<file path="config.mk">
export PLATFORM = sky130hd
export DESIGN_NAME = spi_tx_queue_flat
export DESIGN_NICKNAME = d
export VERILOG_FILES = /design/src/rtl/spi_tx_queue_if.sv /design/src/rtl/spi_tx_queue.sv /design/src/flat_wrapper.sv
export SDC_FILE = /design/constraint.sdc
export NUM_CORES = 1
export LEC_CHECK = 0
export ABC_AREA = 1
export CORE_MARGIN = 2
export CORE_UTILIZATION = 57
export CTS_CLUSTER_SIZE = 8
export DETAILED_ROUTE_END_ITERATION = 10
export PLACE_DENSITY = 0.81
export SLEW_MARGIN = 20
export SYNTH_ARGS = -nofsm -noshare
export SYNTH_HDL_FRONTEND = slang
export SYNTH_SLANG_ARGS = --single-unit
</file>
<file path="constraint.sdc">
create_clock -name CTRL_CLK -period 6 [get_ports CTRL_CLK]
set_clock_uncertainty 0.1 [all_clocks]
set_input_delay 0.6 -clock CTRL_CLK [delete_from_list [all_inputs] [get_ports CTRL_CLK]]
set_output_delay 0.6 -clock CTRL_CLK [all_outputs]
set_load 0.1 [all_outputs]
</file>
<file path="src/rtl/spi_tx_queue_if.sv">
// Handshake bundle between control logic / SPI master and the MOSI byte queue.
// The AFULL signal exists only when SPI_TXQ_AFULL_EN is defined.
interface spi_tx_queue_if #(
    parameter int DATA_W = 8,
    parameter int DEPTH  = 16
);
    logic                       FLUSH;
    logic                       WR_EN;
    logic [DATA_W-1:0]          WR_DATA;
    logic                       BYTE_TAKE;
    logic                       CLR_ERR;
    logic [DATA_W-1:0]          MOSI_data;
    logic                       BYTE_VALID;
    logic                       EMPTY;
    logic                       FULL;
    logic [$clog2(DEPTH):0]     COUNT;
    logic                       OVERFLOW;
    logic                       UNDERFLOW;
`ifdef SPI_TXQ_AFULL_EN
    logic                       AFULL;
`endif

    modport master (
        output FLUSH, WR_EN, WR_DATA, BYTE_TAKE, CLR_ERR,
        input  MOSI_data, BYTE_VALID, EMPTY, FULL, COUNT, OVERFLOW, UNDERFLOW
`ifdef SPI_TXQ_AFULL_EN
        , input AFULL
`endif
    );

    modport slave (
        input  FLUSH, WR_EN, WR_DATA, BYTE_TAKE, CLR_ERR,
        output MOSI_data, BYTE_VALID, EMPTY, FULL, COUNT, OVERFLOW, UNDERFLOW
`ifdef SPI_TXQ_AFULL_EN
        , output AFULL
`endif
    );
endinterface

</file>
<file path="src/rtl/spi_tx_queue.sv">
// First-word-fall-through MOSI byte queue with occupancy and sticky error flags.
// Define SPI_TXQ_AFULL_EN to add the registered almost-full output AFULL.
module spi_tx_queue #(
    parameter int DATA_W    = 8,
    parameter int DEPTH     = 16,
    parameter int AFULL_LVL = 12
) (
    input logic          CTRL_CLK,
    input logic          RST,
    spi_tx_queue_if.slave bus
);
    localparam int AW = $clog2(DEPTH);
    localparam int CW = AW + 1;

    if (DEPTH < 2 || (DEPTH & (DEPTH - 1)) != 0) begin : g_bad_depth
        $error("spi_tx_queue: DEPTH must be a power of two >= 2");
    end

    logic [DATA_W-1:0] mem [DEPTH];
    logic [AW-1:0]     wr_ptr;
    logic [AW-1:0]     rd_ptr;
    logic [CW-1:0]     count;
    logic [CW-1:0]     count_next;
    logic              ovf;
    logic              udf;
    logic              empty;
    logic              full;
    logic              wr_acc;
    logic              rd_acc;
    logic              wr_bad;
    logic              rd_bad;

    assign empty = (count == '0);
    assign full  = (count == CW'(DEPTH));

    // Accepts and error events use pre-edge state; FLUSH swallows both strobes.
    always_comb begin
        wr_acc     = bus.WR_EN && !full && !bus.FLUSH;
        rd_acc     = bus.BYTE_TAKE && !empty && !bus.FLUSH;
        wr_bad     = bus.WR_EN && full && !bus.FLUSH;
        rd_bad     = bus.BYTE_TAKE && empty && !bus.FLUSH;
        count_next = count + CW'(wr_acc) - CW'(rd_acc);
    end

    always_ff @(posedge CTRL_CLK or posedge RST) begin
        if (RST) begin
            wr_ptr <= '0;
            rd_ptr <= '0;
            count  <= '0;
        end else if (bus.FLUSH) begin
            wr_ptr <= '0;
            rd_ptr <= '0;
            count  <= '0;
        end else begin
            if (wr_acc) wr_ptr <= wr_ptr + 1'b1;
            if (rd_acc) rd_ptr <= rd_ptr + 1'b1;
            count <= count_next;
        end
    end

    // A new error event beats CLR_ERR in the same cycle.
    always_ff @(posedge CTRL_CLK or posedge RST) begin
        if (RST) begin
            ovf <= 1'b0;
            udf <= 1'b0;
        end else begin
            if (wr_bad)           ovf <= 1'b1;
            else if (bus.CLR_ERR) ovf <= 1'b0;
            if (rd_bad)           udf <= 1'b1;
            else if (bus.CLR_ERR) udf <= 1'b0;
        end
    end

    // Storage is data only; stale contents are unreachable once pointers reset.
    always_ff @(posedge CTRL_CLK) begin
        if (wr_acc) mem[wr_ptr] <= bus.WR_DATA;
    end

    assign bus.COUNT      = count;
    assign bus.EMPTY      = empty;
    assign bus.FULL       = full;
    assign bus.BYTE_VALID = !empty;
    assign bus.MOSI_data  = empty ? '0 : mem[rd_ptr];
    assign bus.OVERFLOW   = ovf;
    assign bus.UNDERFLOW  = udf;

`ifdef SPI_TXQ_AFULL_EN
    if (AFULL_LVL < 1 || AFULL_LVL > DEPTH - 1) begin : g_bad_lvl
        $error("spi_tx_queue: AFULL_LVL must be in 1..DEPTH-1");
    end

    logic afull;

    always_ff @(posedge CTRL_CLK or posedge RST) begin
        if (RST)            afull <= 1'b0;
        else if (bus.FLUSH) afull <= 1'b0;
        else                afull <= (count_next >= CW'(AFULL_LVL));
    end

    assign bus.AFULL = afull;
`endif
endmodule
</file>
<file path="src/flat_wrapper.sv">
// flat-port wrapper written by rule: the top's interface ports become plain ports
module spi_tx_queue_flat 
#(
    parameter int DATA_W    = 8,
    parameter int DEPTH     = 16,
    parameter int AFULL_LVL = 12
)
  (CTRL_CLK, RST, bus_FLUSH, bus_WR_EN, bus_WR_DATA, bus_BYTE_TAKE, bus_CLR_ERR, bus_MOSI_data, bus_BYTE_VALID, bus_EMPTY, bus_FULL, bus_COUNT, bus_OVERFLOW, bus_UNDERFLOW);
  spi_tx_queue_if #(.DATA_W(DATA_W), .DEPTH(DEPTH)) bus_i ();
  input logic CTRL_CLK;
  input logic RST;
  input wire logic [$bits(bus_i.FLUSH)-1:0] bus_FLUSH;
  input wire logic [$bits(bus_i.WR_EN)-1:0] bus_WR_EN;
  input wire logic [$bits(bus_i.WR_DATA)-1:0] bus_WR_DATA;
  input wire logic [$bits(bus_i.BYTE_TAKE)-1:0] bus_BYTE_TAKE;
  input wire logic [$bits(bus_i.CLR_ERR)-1:0] bus_CLR_ERR;
  output wire logic [$bits(bus_i.MOSI_data)-1:0] bus_MOSI_data;
  output wire logic [$bits(bus_i.BYTE_VALID)-1:0] bus_BYTE_VALID;
  output wire logic [$bits(bus_i.EMPTY)-1:0] bus_EMPTY;
  output wire logic [$bits(bus_i.FULL)-1:0] bus_FULL;
  output wire logic [$bits(bus_i.COUNT)-1:0] bus_COUNT;
  output wire logic [$bits(bus_i.OVERFLOW)-1:0] bus_OVERFLOW;
  output wire logic [$bits(bus_i.UNDERFLOW)-1:0] bus_UNDERFLOW;
  assign bus_i.FLUSH = bus_FLUSH;
  assign bus_i.WR_EN = bus_WR_EN;
  assign bus_i.WR_DATA = bus_WR_DATA;
  assign bus_i.BYTE_TAKE = bus_BYTE_TAKE;
  assign bus_i.CLR_ERR = bus_CLR_ERR;
  assign bus_MOSI_data = bus_i.MOSI_data;
  assign bus_BYTE_VALID = bus_i.BYTE_VALID;
  assign bus_EMPTY = bus_i.EMPTY;
  assign bus_FULL = bus_i.FULL;
  assign bus_COUNT = bus_i.COUNT;
  assign bus_OVERFLOW = bus_i.OVERFLOW;
  assign bus_UNDERFLOW = bus_i.UNDERFLOW;
  spi_tx_queue #(.DATA_W(DATA_W), .DEPTH(DEPTH), .AFULL_LVL(AFULL_LVL)) u_core (.CTRL_CLK(CTRL_CLK), .RST(RST), .bus(bus_i));
endmodule
</file>
======== Word-level counts from Yosys, hierarchy flattened ========
Memories as Yosys holds them, arrays and structs flattened.
Index checks and enable logic that the tools add are counted.
storage, ports and cells
  memory bits (writable) .................. 128
  output and inout bits ................... 18
  memories kept ........................... 1
  input bits .............................. 14
  word-level logic and storage cells ...... 38
  flip-flop bits (word level) ............. 15
cells by class
  add/subtract/negate cells ............... 4
  reduce and logical (&&, ||, !) cells .... 16
  multiplexer cells ....................... 11
  equal/unequal tests ..................... 1
memory list
  memory      words  bits a word  read ports  clocked after memory_dff  write ports  RTL line            text
  u_core.mem  16     8            1           0                         1            spi_tx_queue.sv:19  logic [DATA_W-1:0] mem [DEPTH];
operators by type and width
  kind                                                            count
  4-bit two-way mux                                               4
  4-bit by 1-bit adder with 4-bit output (second input constant)  2
  1-bit logical AND                                               8
  8-bit two-way mux                                               1
  2-bit nonzero test                                              4
  5-bit by 1-bit adder with 5-bit output                          1
  5-bit equality test (second input constant)                     1
  5-bit zero test                                                 1
  1-bit two-way mux                                               5
  5-bit two-way mux                                               1
  5-bit by 1-bit subtractor with 5-bit output                     1
  1-bit zero test                                                 3

======== Longest topological paths before layout ========
  depth after elaboration ................. 7
  depth in mapped cells ................... 18
  gate-level depth less buffers ........... 18

======== Least setup slack after synthesis ========
OpenSTA, ideal clock, no wires.
  kind .................................... register to output
  start point ............................. register u_core.count[2] (netlist: u_core.bus.COUNT[2])
  end point ............................... output port bus_MOSI_data[0]
  stages on the path, launching flop included .. 6
  data required time ...................... 5.300 ns
  path slack .............................. 0.262 ns
  buffers on the path ..................... 0
  arrival ................................. 5.038 ns
  cell sequence ........................... dfrtp_1 -> inv_1 -> ha_1 -> nand4_1 -> clkinv_1 -> a21oi_1
on the way
  cells in the longest elaborated chain, start to end .. 2
ends and longest elaborated chain
  element                   RTL line            text
  start: declaration        spi_tx_queue.sv:22  logic [CW-1:0] count;
  start signal: assignment  spi_tx_queue.sv:57  count <= count_next;
  5-bit zero test           spi_tx_queue.sv:33  assign empty = (count == '0);
  net bus_EMPTY             flat_wrapper.sv:19  output wire logic [$bits(bus_i.EMPTY)-1:0] bus_EMPTY;
  8-bit two-way mux         spi_tx_queue.sv:83  assign bus.MOSI_data = empty ? '0 : mem[rd_ptr];
  end: declaration          flat_wrapper.sv:17  output wire logic [$bits(bus_i.MOSI_data)-1:0] bus_MOSI_data;
The timed path passes the listed nets, and every way through them passes these cells.

======== Final worst setup path ========
  start point ............................. register u_core.rd_ptr[2]
  end point ............................... output port bus_MOSI_data[0]
on the way
  cells in the longest elaborated chain, start to end .. 2
ends and longest elaborated chain
  element                   RTL line            text
  start: declaration        spi_tx_queue.sv:21  logic [AW-1:0] rd_ptr;
  start signal: assignment  spi_tx_queue.sv:56  if (rd_acc) rd_ptr <= rd_ptr + 1'b1;
  memory read 16 x 8 bit    --
  8-bit two-way mux         spi_tx_queue.sv:83
No other way between the ends.

==> results_tabular.tex <==
\begin{tabular}{lr}
\hline
Metric & Value \\
\hline
\multicolumn{2}{l}{\textbf{Clock tree}} \\
Setup Buffers After CTS & 0 \\
Cts bufs inserted & 17 \\
Clock input transition at the sequential cells of the worst setup and hold paths & roughly 60 ps \\
Number of buffers inserted for hold repair after clock tree synthesis & 0 \\
Clock latency at the later pin of the worst-skew pair & between 500 and 600 ps \\
Max H-tree Level & 4 \\
Number of buffers on the longest clock path & 2 \\
Clock root buffer & sky130\_fd\_sc\_hd\_\_clkbuf\_8 \\
TritonCTS clock tree & built \\
Total clock sinks & around 140 \\
Post-CTS sizing & 0 \\
\multicolumn{2}{l}{\textbf{Floorplanning}} \\
Chip Width & $\sim$110 um \\
Number of top-level pins & 32 \\
Standard-cell rows & 37 \\
Effective utilization at floorplan & 58.9\% \\
Core Region & roughly 0.010 mm\^{}2 \\
Area of the die & between 0.01 and 0.015 mm\^{}2 \\
Height of the chip & between 100 and 150 um \\
\multicolumn{2}{l}{\textbf{Synthesis}} \\
Area of the mapped netlist & 0.00611 mm\^{}2 \\
Mapped Nets & between 500 and 600 \\
Mux cell area share after synthesis & 0\% \\
Number of flip-flops and latches in the synthesized netlist & 143 \\
Synthesis warning total & 0 \\
Area fraction in compound gates after synthesis & $\sim$2.0\% \\
Fraction of the yosys area taken by sequential cells & $\sim$69\% \\
Synthesized netlist cell count & roughly 550 \\
Simple-gate area share of the yosys netlist & between 20\% and 30\% \\
Post-synthesis share of cell area spent on full adders, half adders and majority gates & 2.58\% \\
Xor-xnor portion of the synthesized cell area & less than 1\% \\
Main combinational cell family by area after synthesis & simple AND/OR/NAND/NOR gates \\
Avg Inst Size Synth & 11.1 um\^{}2 \\
Cell variety after synth & 20 \\
\multicolumn{2}{l}{\textbf{GRT}} \\
Global-route wire length before repair & about 23000 um \\
Antenna violations before repair & 0 \\
Gr ovfl total & 0 \\
Gr usage total & 26.9\% \\
Vias in the first global route & roughly 4400 \\
Maximum number of pins on one net before global-route repair & 68 \\
\multicolumn{2}{l}{\textbf{STA}} \\
Final max-slew violation count & 0 \\
Fin Hold WS & $\sim$340 ps \\
Setup repair after global routing missed its margin & no \\
Min setup slack post-route & 1440 ps \\
Worst Max-Slew Pin Slew & between 1000 and 1500 ps \\
Max Freq & roughly 220 MHz \\
Max-slew headroom at the worst pin & between 20\% and 30\% \\
Final hold vios & 0 \\
Time the final worst path needs with I/O delays and setup & $\sim$4600 ps \\
\# setup viols final & 0 \\
Post-route clock period utilization & about three quarters \\
Setup tns final & 0 ps \\
\multicolumn{2}{l}{\textbf{Power and ir drop}} \\
Total power density per cell area & slightly above 500 mW/mm\^{}2 \\
Lkg Pwr & approximately 2.7 nW \\
Total Power & around 0.0036 W \\
Largest vdd supply drop & $\sim$0.63 mV \\
\multicolumn{2}{l}{\textbf{Layout}} \\
Commonest non-fill, non-tap cell in the layout & sky130\_fd\_sc\_hd\_\_nand2\_1 \\
Synth-to-Final Area Change & 16.1\% \\
Share of post-route cells with drive strength above 1 & 6.08\% \\
Number of cells in the finished layout apart from fillers & 728 \\
Total number of nets in the final design & between 600 and 700 \\
Commonest cells after routing, fill and taps aside & sky130\_fd\_sc\_hd\_\_nand2\_1, sky130\_fd\_sc\_hd\_\_edfxtp\_1, sky130\_fd\_sc\_hd\_\_nand3\_1 \\
Antenna fix cells & 0 \\
Number of filler instances in the final layout & 718 \\
\multicolumn{2}{l}{\textbf{Worst setup path}} \\
Type of origin of the critical path & flop \\
Stage delay of the slowest cell on the critical path & 990 ps \\
Arrival time at the worst endpoint & 3860 ps \\
Required time of the worst setup path & roughly 5300 ps \\
Number of buffers and inverters on the critical path & 2 \\
Kind of end point of the critical path & output pin \\
Slowest cell on the critical path & sky130\_fd\_sc\_hd\_\_clkdlybuf4s50\_1 \\
Family of cells with the greatest summed delay on the critical path & buffers and inverters \\
Cell-by-cell trace of the critical path & clkinv\_1 -> nand3\_1 -> nand2\_1 -> nand2\_1 -> a21oi\_1 -> clkdlybuf4s50\_1 \\
Classification of the worst setup path & flop to output pin \\
Maximum fanout along the worst path & 19 \\
Most used cell, CP & sky130\_fd\_sc\_hd\_\_nand2\_1 \\
\multicolumn{2}{l}{\textbf{Job}} \\
Max Cap Violations & 0 \\
\multicolumn{2}{l}{\textbf{Route}} \\
Routed WL per cell & around 20 um \\
Detailed-routing iteration count for the pre-antenna-repair pass & 5 \\
Residual antenna-violating net count after detailed routing & 0 \\
Iteration-0 DRC Markers & approximately 480 \\
\# DRC & 0 \\
Post-detailed-route via-to-cell ratio & between 5 and 6 \\
Total length of routed wires & between 10000 and 15000 um \\
Number of vias after detailed routing & approximately 4300 \\
\multicolumn{2}{l}{\textbf{Placement}} \\
Half-perimeter wire length of the detailed placement result & 8140 um \\
Placer congestion estimate & between 0.8 and 0.9 \\
Post-Place Cells & slightly below 700 \\
Worst setup timing slack at the placement stage & approximately 2100 ps \\
Quantity of I/O buffers inserted on ports & 31 \\
\multicolumn{2}{l}{\textbf{Status}} \\
Run status & finished clean \\
\multicolumn{2}{l}{\textbf{Hold path}} \\
Kind of path behind the tightest hold check & input port to async pin \\
\hline
\end{tabular}
worst paths after layout:
check	start	end	slack [ps]	cells past startpoint
max in group asynchronous	RST	u_core.rd_ptr[0]$_DFFE_PP0P_	5020	2
min	RST	u_core.wr_ptr[0]$_DFFE_PP0P_	340	2
min reg2reg	u_core.bus.OVERFLOW$_DFFE_PP0P_	u_core.bus.OVERFLOW$_DFFE_PP0P_	440	2
min in group CTRL_CLK	u_core.bus.OVERFLOW$_DFFE_PP0P_	u_core.bus.OVERFLOW$_DFFE_PP0P_	440	2
max reg2reg	u_core.bus.COUNT[2]$_DFF_PP0_	u_core.bus.COUNT[4]$_DFF_PP0_	3010	18
max	u_core.rd_ptr[2]$_DFFE_PP0P_	bus_MOSI_data[0]	1440	6
metrics by stage:
step | utilization (%) | area, um^2
3_5_place_dp | 62.1 | 6440
3_3_place_gp | 62.1 | 6440
6_report | 68.4 | 7100
4_1_cts | 68.4 | 7100
5_1_grt | 68.4 | 7100
2_1_floorplan | - | 6110
cells by family after synthesis:
group	after synthesis
AND/OR/NAND/NOR	318
flip-flops	143
buffers and inverters	55
AO/OA/AOI/OAI	24
adder cells (fa/ha/maj)	12
XOR/XNOR	1
final cells by class:
type / count / area, um^2 / area share (%)
clock buffer: 18 / 418 / 5.89
tap: 136 / 170 / 2.40
timing repair buffer: 33 / 325 / 4.58
sequential: 143 / 4220 / 59.5
clock inverter: 14 / 240 / 3.38
multi-input combinational: 355 / 1610 / 22.7
inverter: 29 / 110 / 1.55
power breakdown:
group          switching [W]  internal [W]  leakage (nW)
sequential         0.0000277       0.00113          1.35
combinational       0.000987      0.000292          1.03
clock               0.000403      0.000760         0.315
total                0.00142       0.00218          2.70
worst register-to-register path: cells and delay by family, from the launching register on:
family | cells | cell delay (ps)
adders and majority gates | 4 | 1010
buffers and inverters | 6 | 520
and+or+nand+nor | 5 | 510
DFF | 1 | 410
AOI/OAI and AO/OA | 3 | 330
sequential cells by signal, indices dropped and copies added, names as in the netlist:
name / flops
u_core.wr_ptr: 4
u_core.rd_ptr: 4
u_core.bus.OVERFLOW: 1
u_core.bus.UNDERFLOW: 1
u_core.mem: 128
u_core.bus.COUNT: 5
cell usage after synthesis:
| cell type | number | area share (%) |
|---|---|---|
| sky130_fd_sc_hd__a21oi_1 | 13 | 1.1 |
| sky130_fd_sc_hd__clkinv_1 | 3 | 0.18 |
| sky130_fd_sc_hd__ha_1 | 11 | 2.3 |
| sky130_fd_sc_hd__nand4_1 | 2 | 0.20 |
| sky130_fd_sc_hd__edfxtp_1 | 128 | 63 |
| sky130_fd_sc_hd__a31oi_1 | 1 | 0.10 |
| sky130_fd_sc_hd__buf_2 | 13 | 1.1 |
| sky130_fd_sc_hd__xor2_1 | 1 | 0.14 |
| sky130_fd_sc_hd__nor3_1 | 2 | 0.16 |
| sky130_fd_sc_hd__nand2_1 | 190 | 12 |
| sky130_fd_sc_hd__inv_2 | 2 | 0.12 |
| sky130_fd_sc_hd__buf_6 | 5 | 0.92 |
| sky130_fd_sc_hd__dfrtp_1 | 15 | 6.1 |
| sky130_fd_sc_hd__nor2_1 | 24 | 1.5 |
| sky130_fd_sc_hd__clkbuf_1 | 3 | 0.18 |
| sky130_fd_sc_hd__nand3_1 | 100 | 8.2 |
| sky130_fd_sc_hd__buf_4 | 5 | 0.61 |
| sky130_fd_sc_hd__inv_1 | 24 | 1.5 |
| sky130_fd_sc_hd__fa_1 | 1 | 0.33 |
| sky130_fd_sc_hd__o21ai_0 | 10 | 0.82 |
metal layers:
metal	part of all wire [%]	global-route usage, %	vias to the layer above	routed length [um]
met3	9.1	6.23	40	1310
li1	-	-	1949	-
met2	51	44.7	277	7380
met4	2.7	11.9	0	394
met5	0	0	-	0
met1	37	33.8	2079	5280
Note: power is estimated with default switching activity, not from simulation.
